$ cat src/rtl/mux_ctrl_rr_pkg.sv
// Shared definitions for the mux_ctrl_rr crossbar scheduler.
//   PORT_NUB_TOTAL : default port count
//   MODE_TDM/MODE_RR : scheduling mode encodings
//   width_sel()    : select field width, max(1, clog2(n))
//   inc_mod()      : (val + 1) mod n
package mux_ctrl_rr_pkg;

    localparam int unsigned PORT_NUB_TOTAL = 4;

    localparam int unsigned MODE_TDM = 0;
    localparam int unsigned MODE_RR  = 1;

    function automatic int unsigned width_sel(input int unsigned n);
        return (n <= 2) ? 1 : $clog2(n);
    endfunction

    function automatic int unsigned inc_mod(input int unsigned val, input int unsigned n);
        return (val + 1 >= n) ? 0 : val + 1;
    endfunction

endpackage

$ cat src/rtl/mux_ctrl_rr_rr_arbiter.sv
// Combinational rotating-priority arbiter over N requests.
//   req : request vector
//   ptr : highest-priority index; search runs circularly from here
//   gnt : one-hot grant
//   any : some request was granted
//   idx : index of the granted request (0 when none)
module mux_ctrl_rr_rr_arbiter
    import mux_ctrl_rr_pkg::*;
#(
    parameter  int unsigned N = PORT_NUB_TOTAL,
    localparam int unsigned W = width_sel(N)
) (
    input  logic [N-1:0] req,
    input  logic [W-1:0] ptr,
    output logic [N-1:0] gnt,
    output logic         any,
    output logic [W-1:0] idx
);

    // Outer loop walks the circular priority order; inner loop keeps all
    // indexing constant after unrolling.
    always_comb begin
        gnt = '0;
        any = 1'b0;
        idx = '0;
        for (int unsigned i = 0; i < N; i++) begin
            for (int unsigned s = 0; s < N; s++) begin
                if (!any && req[s] && ((32'(ptr) + i) % N == s)) begin
                    any    = 1'b1;
                    gnt[s] = 1'b1;
                    idx    = W'(s);
                end
            end
        end
    end

endmodule

$ cat src/rtl/mux_ctrl_rr.sv
// Crossbar scheduler for the shared-memory switch. Computes a conflict-free
// source->destination matching each cycle (TDM rotation or single-iteration
// round-robin request/grant/accept) and issues VOQ reads, then destination
// mux selects and write strobes RD_LAT cycles later.
//   clk, rst  : clock, synchronous active-high reset
//   hold      : stop issuing new reads; in-flight writes still drain
//   empty_in  : bit [s*N+d] set when VOQ s->d is empty
//   full_in   : bit d set when destination d is full
//   rd_out    : per-source read strobe
//   rd_sel    : per-source destination field (valid with rd_out)
//   mux_sel   : per-destination source field (valid with wr_out)
//   wr_out    : per-destination write strobe
module mux_ctrl_rr
    import mux_ctrl_rr_pkg::*;
#(
    parameter  int unsigned PORT_NUB  = PORT_NUB_TOTAL,
    parameter  int unsigned MODE      = MODE_RR,
    parameter  int unsigned RD_LAT    = 1,
    localparam int unsigned WIDTH_SEL = width_sel(PORT_NUB)
) (
    input  logic                            clk,
    input  logic                            rst,
    input  logic                            hold,
    input  logic [PORT_NUB*PORT_NUB-1:0]    empty_in,
    input  logic [PORT_NUB-1:0]             full_in,
    output logic [PORT_NUB-1:0]             rd_out,
    output logic [PORT_NUB*WIDTH_SEL-1:0]   rd_sel,
    output logic [PORT_NUB*WIDTH_SEL-1:0]   mux_sel,
    output logic [PORT_NUB-1:0]             wr_out
);

    localparam int unsigned N = PORT_NUB;
    localparam int unsigned W = WIDTH_SEL;

    // req[d][s]: source s wants destination d this cycle
    logic [N-1:0]   req [N];
    logic [N-1:0]   iss_src;
    logic [N-1:0]   iss_dst;
    logic [N*W-1:0] iss_rd_sel;
    logic [N*W-1:0] iss_mux_sel;

    always_comb begin
        for (int unsigned d = 0; d < N; d++) begin
            req[d] = '0;
            for (int unsigned s = 0; s < N; s++) begin
                req[d][s] = !empty_in[s*N+d] && !full_in[d] && !hold;
            end
        end
    end

    if (MODE == MODE_TDM) begin : g_tdm
        logic [W-1:0] cnt_q;

        always_ff @(posedge clk) begin
            if (rst) begin
                cnt_q <= '0;
            end else if (!hold) begin
                cnt_q <= W'(inc_mod(32'(cnt_q), N));
            end
        end

        // Destination d pairs with source (d+cnt) mod N: a permutation, so
        // the matching is conflict-free by construction.
        always_comb begin
            iss_src     = '0;
            iss_dst     = '0;
            iss_rd_sel  = '0;
            iss_mux_sel = '0;
            for (int unsigned d = 0; d < N; d++) begin
                for (int unsigned s = 0; s < N; s++) begin
                    if (((d + 32'(cnt_q)) % N == s) && req[d][s]) begin
                        iss_src[s]            = 1'b1;
                        iss_dst[d]            = 1'b1;
                        iss_rd_sel[s*W +: W]  = W'(d);
                        iss_mux_sel[d*W +: W] = W'(s);
                    end
                end
            end
        end
    end else begin : g_rr
        logic [W-1:0] g_q [N];
        logic [W-1:0] a_q [N];
        logic [N-1:0] gnt [N];         // gnt[d] over sources
        logic [N-1:0] gnt_any;
        logic [W-1:0] gnt_idx [N];
        logic [N-1:0] gnt_to_src [N];  // gnt_to_src[s] over destinations
        logic [N-1:0] acc [N];         // acc[s] over destinations
        logic [N-1:0] acc_any;
        logic [W-1:0] acc_idx [N];

        for (genvar d = 0; d < N; d++) begin : g_grant
            mux_ctrl_rr_rr_arbiter #(.N(N)) u_grant (
                .req (req[d]),
                .ptr (g_q[d]),
                .gnt (gnt[d]),
                .any (gnt_any[d]),
                .idx (gnt_idx[d])
            );
        end

        always_comb begin
            for (int unsigned s = 0; s < N; s++) begin
                gnt_to_src[s] = '0;
                for (int unsigned d = 0; d < N; d++) begin
                    gnt_to_src[s][d] = gnt[d][s];
                end
            end
        end

        for (genvar s = 0; s < N; s++) begin : g_accept
            mux_ctrl_rr_rr_arbiter #(.N(N)) u_accept (
                .req (gnt_to_src[s]),
                .ptr (a_q[s]),
                .gnt (acc[s]),
                .any (acc_any[s]),
                .idx (acc_idx[s])
            );
        end

        always_comb begin
            iss_src     = '0;
            iss_dst     = '0;
            iss_rd_sel  = '0;
            iss_mux_sel = '0;
            for (int unsigned s = 0; s < N; s++) begin
                if (acc_any[s]) begin
                    iss_src[s]           = 1'b1;
                    iss_rd_sel[s*W +: W] = acc_idx[s];
                end
                for (int unsigned d = 0; d < N; d++) begin
                    if (acc[s][d]) begin
                        iss_dst[d]            = 1'b1;
                        iss_mux_sel[d*W +: W] = W'(s);
                    end
                end
            end
        end

        // An accepted destination always holds the grant to its source, so
        // gnt_idx[d] is the matched source. Hold zeroes req, freezing pointers.
        always_ff @(posedge clk) begin
            if (rst) begin
                for (int unsigned i = 0; i < N; i++) begin
                    g_q[i] <= '0;
                    a_q[i] <= '0;
                end
            end else begin
                for (int unsigned i = 0; i < N; i++) begin
                    if (gnt_any[i] && iss_dst[i]) begin
                        g_q[i] <= W'(inc_mod(32'(gnt_idx[i]), N));
                    end
                    if (iss_src[i]) begin
                        a_q[i] <= W'(inc_mod(32'(acc_idx[i]), N));
                    end
                end
            end
        end
    end

    // Issue register drives rd_out and feeds the RD_LAT-stage write delay line.
    logic [N-1:0]   rd_q;
    logic [N*W-1:0] rd_sel_q;
    logic [N-1:0]   wr_pend_q;
    logic [N*W-1:0] mux_pend_q;
    logic [N-1:0]   dly_vld_q [RD_LAT];
    logic [N*W-1:0] dly_sel_q [RD_LAT];

    always_ff @(posedge clk) begin
        if (rst) begin
            rd_q       <= '0;
            rd_sel_q   <= '0;
            wr_pend_q  <= '0;
            mux_pend_q <= '0;
            for (int unsigned i = 0; i < RD_LAT; i++) begin
                dly_vld_q[i] <= '0;
                dly_sel_q[i] <= '0;
            end
        end else begin
            rd_q         <= iss_src;
            rd_sel_q     <= iss_rd_sel;
            wr_pend_q    <= iss_dst;
            mux_pend_q   <= iss_mux_sel;
            dly_vld_q[0] <= wr_pend_q;
            dly_sel_q[0] <= mux_pend_q;
            for (int unsigned i = 1; i < RD_LAT; i++) begin
                dly_vld_q[i] <= dly_vld_q[i-1];
                dly_sel_q[i] <= dly_sel_q[i-1];
            end
        end
    end

    assign rd_out  = rd_q;
    assign rd_sel  = rd_sel_q;
    assign wr_out  = dly_vld_q[RD_LAT-1];
    assign mux_sel = dly_sel_q[RD_LAT-1];

endmodule

$ cat config.mk
export PLATFORM = sky130hd
export DESIGN_NAME = mux_ctrl_rr
export DESIGN_NICKNAME = d
export VERILOG_FILES = /design/src/rtl/mux_ctrl_rr_pkg.sv /design/src/rtl/mux_ctrl_rr_rr_arbiter.sv /design/src/rtl/mux_ctrl_rr.sv
export SDC_FILE = /design/constraint.sdc
export NUM_CORES = 1
export LEC_CHECK = 0
export CORE_AREA = 2 2 112 60
export CTS_CLUSTER_DIAMETER = 100
export DETAILED_ROUTE_END_ITERATION = 6
export DIE_AREA = 0 0 114 62
export GPL_TIMING_DRIVEN = 0
export PLACE_DENSITY = 0.77
export REMOVE_ABC_BUFFERS = 1
export SLEW_MARGIN = 20
export SYNTH_ARGS = -nofsm -noshare
export SYNTH_HDL_FRONTEND = slang
export SYNTH_HIERARCHICAL = 1
export SYNTH_SLANG_ARGS = --single-unit
$ cat constraint.sdc
create_clock -name clk -period 8.09 [get_ports clk]
set_input_delay 1.618 -clock clk [delete_from_list [all_inputs] [get_ports clk]]
set_output_delay 1.618 -clock clk [all_outputs]
set_load 0.005 [all_outputs]
==> results of run 1 <==
-- placed cells by master, fill, tap and decap left out, types with 16 or more instances in the layout --
| cell type | count |
|---|---|
| edfxtp_1 | 16 |
| dfxtp_1 | 36 |
| nand2_1 | 32 |
| clkdlybuf4s50_1 | 45 |
| nor3_1 | 16 |
| a211oi_1 | 16 |
| inv_1 | 31 |
| nand2b_1 | 23 |
| nor2_1 | 44 |
| a21oi_1 | 45 |
-- worst max-delay path, cell delays in order --
cell	delay (ps)
clkdlybuf4s50_1	710
nor3_1	760
and2b_4	300
o22ai_1	90
a31o_1	320
nand2b_1	180
a21oi_1	110
a211oi_1	580
nor4_4	160
o21bai_1	230
-- stage by stage --
stage | cell area, um2 | setup slack [ps] | util [%]
after detailed placement | 3740 | 2730 | 59.9
after CTS | 3910 | 3040 | 62.5
after global placement | 3730 | 2900 | 59.6
after global routing | 3910 | 2760 | 62.5
after floorplan | 3170 | 4180 | -
final | 3910 | 3010 | 62.5
-- layout make-up --
class / instances / share of cell area, %
clock buffers: 7 / 3.94
clock inverters: 1 / 0.224
inverters: 31 / 2.98
multi-input cells: 284 / 47.4
flip-flops and latches: 52 / 30.7
well taps: 80 / 2.56
repair buffers: 47 / 12.2
-- registers in the layout (all words and copies together), names as in the netlist --
signal and count:
dly_sel_q 8, dly_vld_q 4, g_rr.a_q 8, g_rr.g_q 8, mux_pend_q 8, rd_out 4, rd_sel 8, wr_pend_q 4
-- worst max-delay path by stage --
stage / start / endpoint / slack, ps / cells after the start
detailed placement: hold / g_rr.g_q[3][1]$_SDFFCE_PP0P_ / 2730 / 10
floorplan: hold / g_rr.g_q[0][0]$_SDFFCE_PP0P_ / 4180 / 9
global placement: hold / g_rr.g_q[3][0]$_SDFFCE_PP0P_ / 2900 / 10
CTS: hold / g_rr.g_q[3][0]$_SDFFCE_PP0P_ / 3040 / 10
global route: hold / g_rr.g_q[3][1]$_SDFFCE_PP0P_ / 2760 / 10
finish: hold / g_rr.g_q[3][0]$_SDFFCE_PP0P_ / 3010 / 10
-- where the power goes --
group	internal [W]	total, W	switching [W]
sequential	0.000293	0.000312	0.0000185
combinational	0.0000731	0.000155	0.0000820
clock	0.000135	0.000229	0.0000945
-- kinds of logic (layout without fill, tap and decap cells) --
logic type                 count (synthesis)  in the layout  share of synthesized area, %
AOI/OAI and AO/OA                        105            105                          21.9
adders and majority gates                  8              8                          3.07
buffers and inverters                     46             86                          6.44
DFF                                       52             52                          36.8
and+or+nand+nor                          171            171                          31.7
-- Yosys cell counts (8+ instances only) --
cell type   n  share of area, %
dfxtp_1    36                22
nor3_1     16               2.5
o21ai_1     8               1.2
o22ai_1     8               1.5
a311oi_1    8               2.1
nor2b_1    12               2.3
nand2_1    32               3.7
ha_1        8               3.1
nor2_1     44               5.1
buf_2      12               1.8
inv_1      31               3.6
edfxtp_1   16                15
nand2b_1   23               4.4
and2b_4     8               2.5
a21oi_1    45               6.9
and2_1      8               1.5
o221a_1     8               2.8
a211oi_1   16               3.7
a31o_1      8               2.1
-- metal layers --
metal	part of all wire [%]	vias up	global-route usage, %
met1	49	1264	30.1
met2	42	117	34.7
li1	-	1442	-
met4	0.50	0	4.88
met3	8.5	6	5.04
met5	0	-	0
==> impl_metrics.ini, run 1 <==
[status]
status = finished clean

[floorplanning]
fp.dieW_um = 114
die-area_um2 = 7070
pin_count = 47
start_util_pct = 52.2
die_height_um = 62
rows = 21
core_area_um2 = 6250

[sta]
period_minus_slack_ps = 5080
finalClockSkew_ps = 4.85
worst_pin_slew_ps = 831
fmax_mhz = 197
fin_tns_setup_ps = 0
final-setup-viol-count = 0
holdWs_ps = 435
period_share_pct = 62.8
final_hold_viol_count = 0
max-slew-margin-rel_pct = 44.3
finalMaxSlewViolations = 0
grt_setup_unrepaired = no

[final_layout]
multi_input_area_um2 = 1850
num_antenna_cells = 0
area_growth_pct = 19.7
nFillCells = 522
regArea_um2 = 1200
fin_nets = 452
drive_gt1_share_pct = 7.82
layout.cells.non_filler = 502

[critical_path]
critPathArrivalTime_ps = 5070
reg2reg_to = g_rr.g_q[0][1]$_SDFFCE_PP0P_
cp-end-kind = register
crit_type = primary input to register
worst-path-max-fanout = 16
r2r_start = g_rr.g_q[2][0]$_SDFFCE_PP0P_
reg2reg_setup_slack_ps = 5180
r2r_cells = 8
critPathRequiredTime_ps = 8080
crit_path_start_kind = primary input

[detailed_routing]
ant_nets = 0
first_pass_iters = 5
post_drt_wl_per_cell_um = 14.2
drt_wl_total_mm = 7.14
drc = 0
vias = 2829
via_per_inst = 5.64
drt_iter0_drc = 276

[placement]
gp_congestion = 0.892
place_hpwl_mm = 5.56
port_buffers = 46
placed_cells = 494

[synth]
synth_top_flop_cell = dfxtp_1
synthCells = 382
async_flop_share_pct = 0
netlist_area_um2 = 3260
ys_seq_area_share_pct = 36.8
ys_warn_count = 6
yosysUniqueCellTypes = 31
avgSynthCellArea_um2 = 8.54
synth-edff-count = 16
ys_ff_latch = 52

[power]
power_leakage_nw = 1.42
power_density_nw_per_um2 = 178
ir_worst_vdd_uv = 128
total_power_w = 0.000696

[cts]
clockBufferDepth = 2
cts_hold_buffers = 0
cts_setup_buffers = 0
root_buffer = clkbuf_16
cts_resized = 0
cts_tree = done
clkLatencyLatePin_ps = 290
clock_sinks = 52
clkTransAtPathRegs_ps = 70
cts_made_buffers = 5
cts.htree.levels = 2

[grt]
grt_pass1_vias = 2473
grt-ovfl-total = 0
grt_antenna_before_repair = 0
grtUsageTotal_pct = 21.5
grt_pass1_wl_mm = 11.7
grt_start_max_net_pins = 32

[worst_hold_path]
min_from = mux_pend_q[1]$_SDFF_PP0_
holdPathEnd = dly_sel_q[0][1]$_SDFF_PP0_
min_path_cells = 1
hold_path.class = register to register

[flow_run]
maxCapViolCount = 0
(Power assumes the default switching activity.)
==> inputs of run 2 (changes only) <==
Clock period 8.09 ns to 4.9 ns, I/O delays scaled along.
==> results of run 2 <==
The final DEF is identical to that of run 1. Status: finished clean.
Main changes from that run: setup slack after placement 2730 ps -> 177 ps; setup slack after layout 3010 ps -> 461 ps; register-to-register setup slack 5180 ps -> 1990 ps; total power 0.000696 W -> 0.00115 W; worst IR drop on VDD 128 uV -> 211 uV
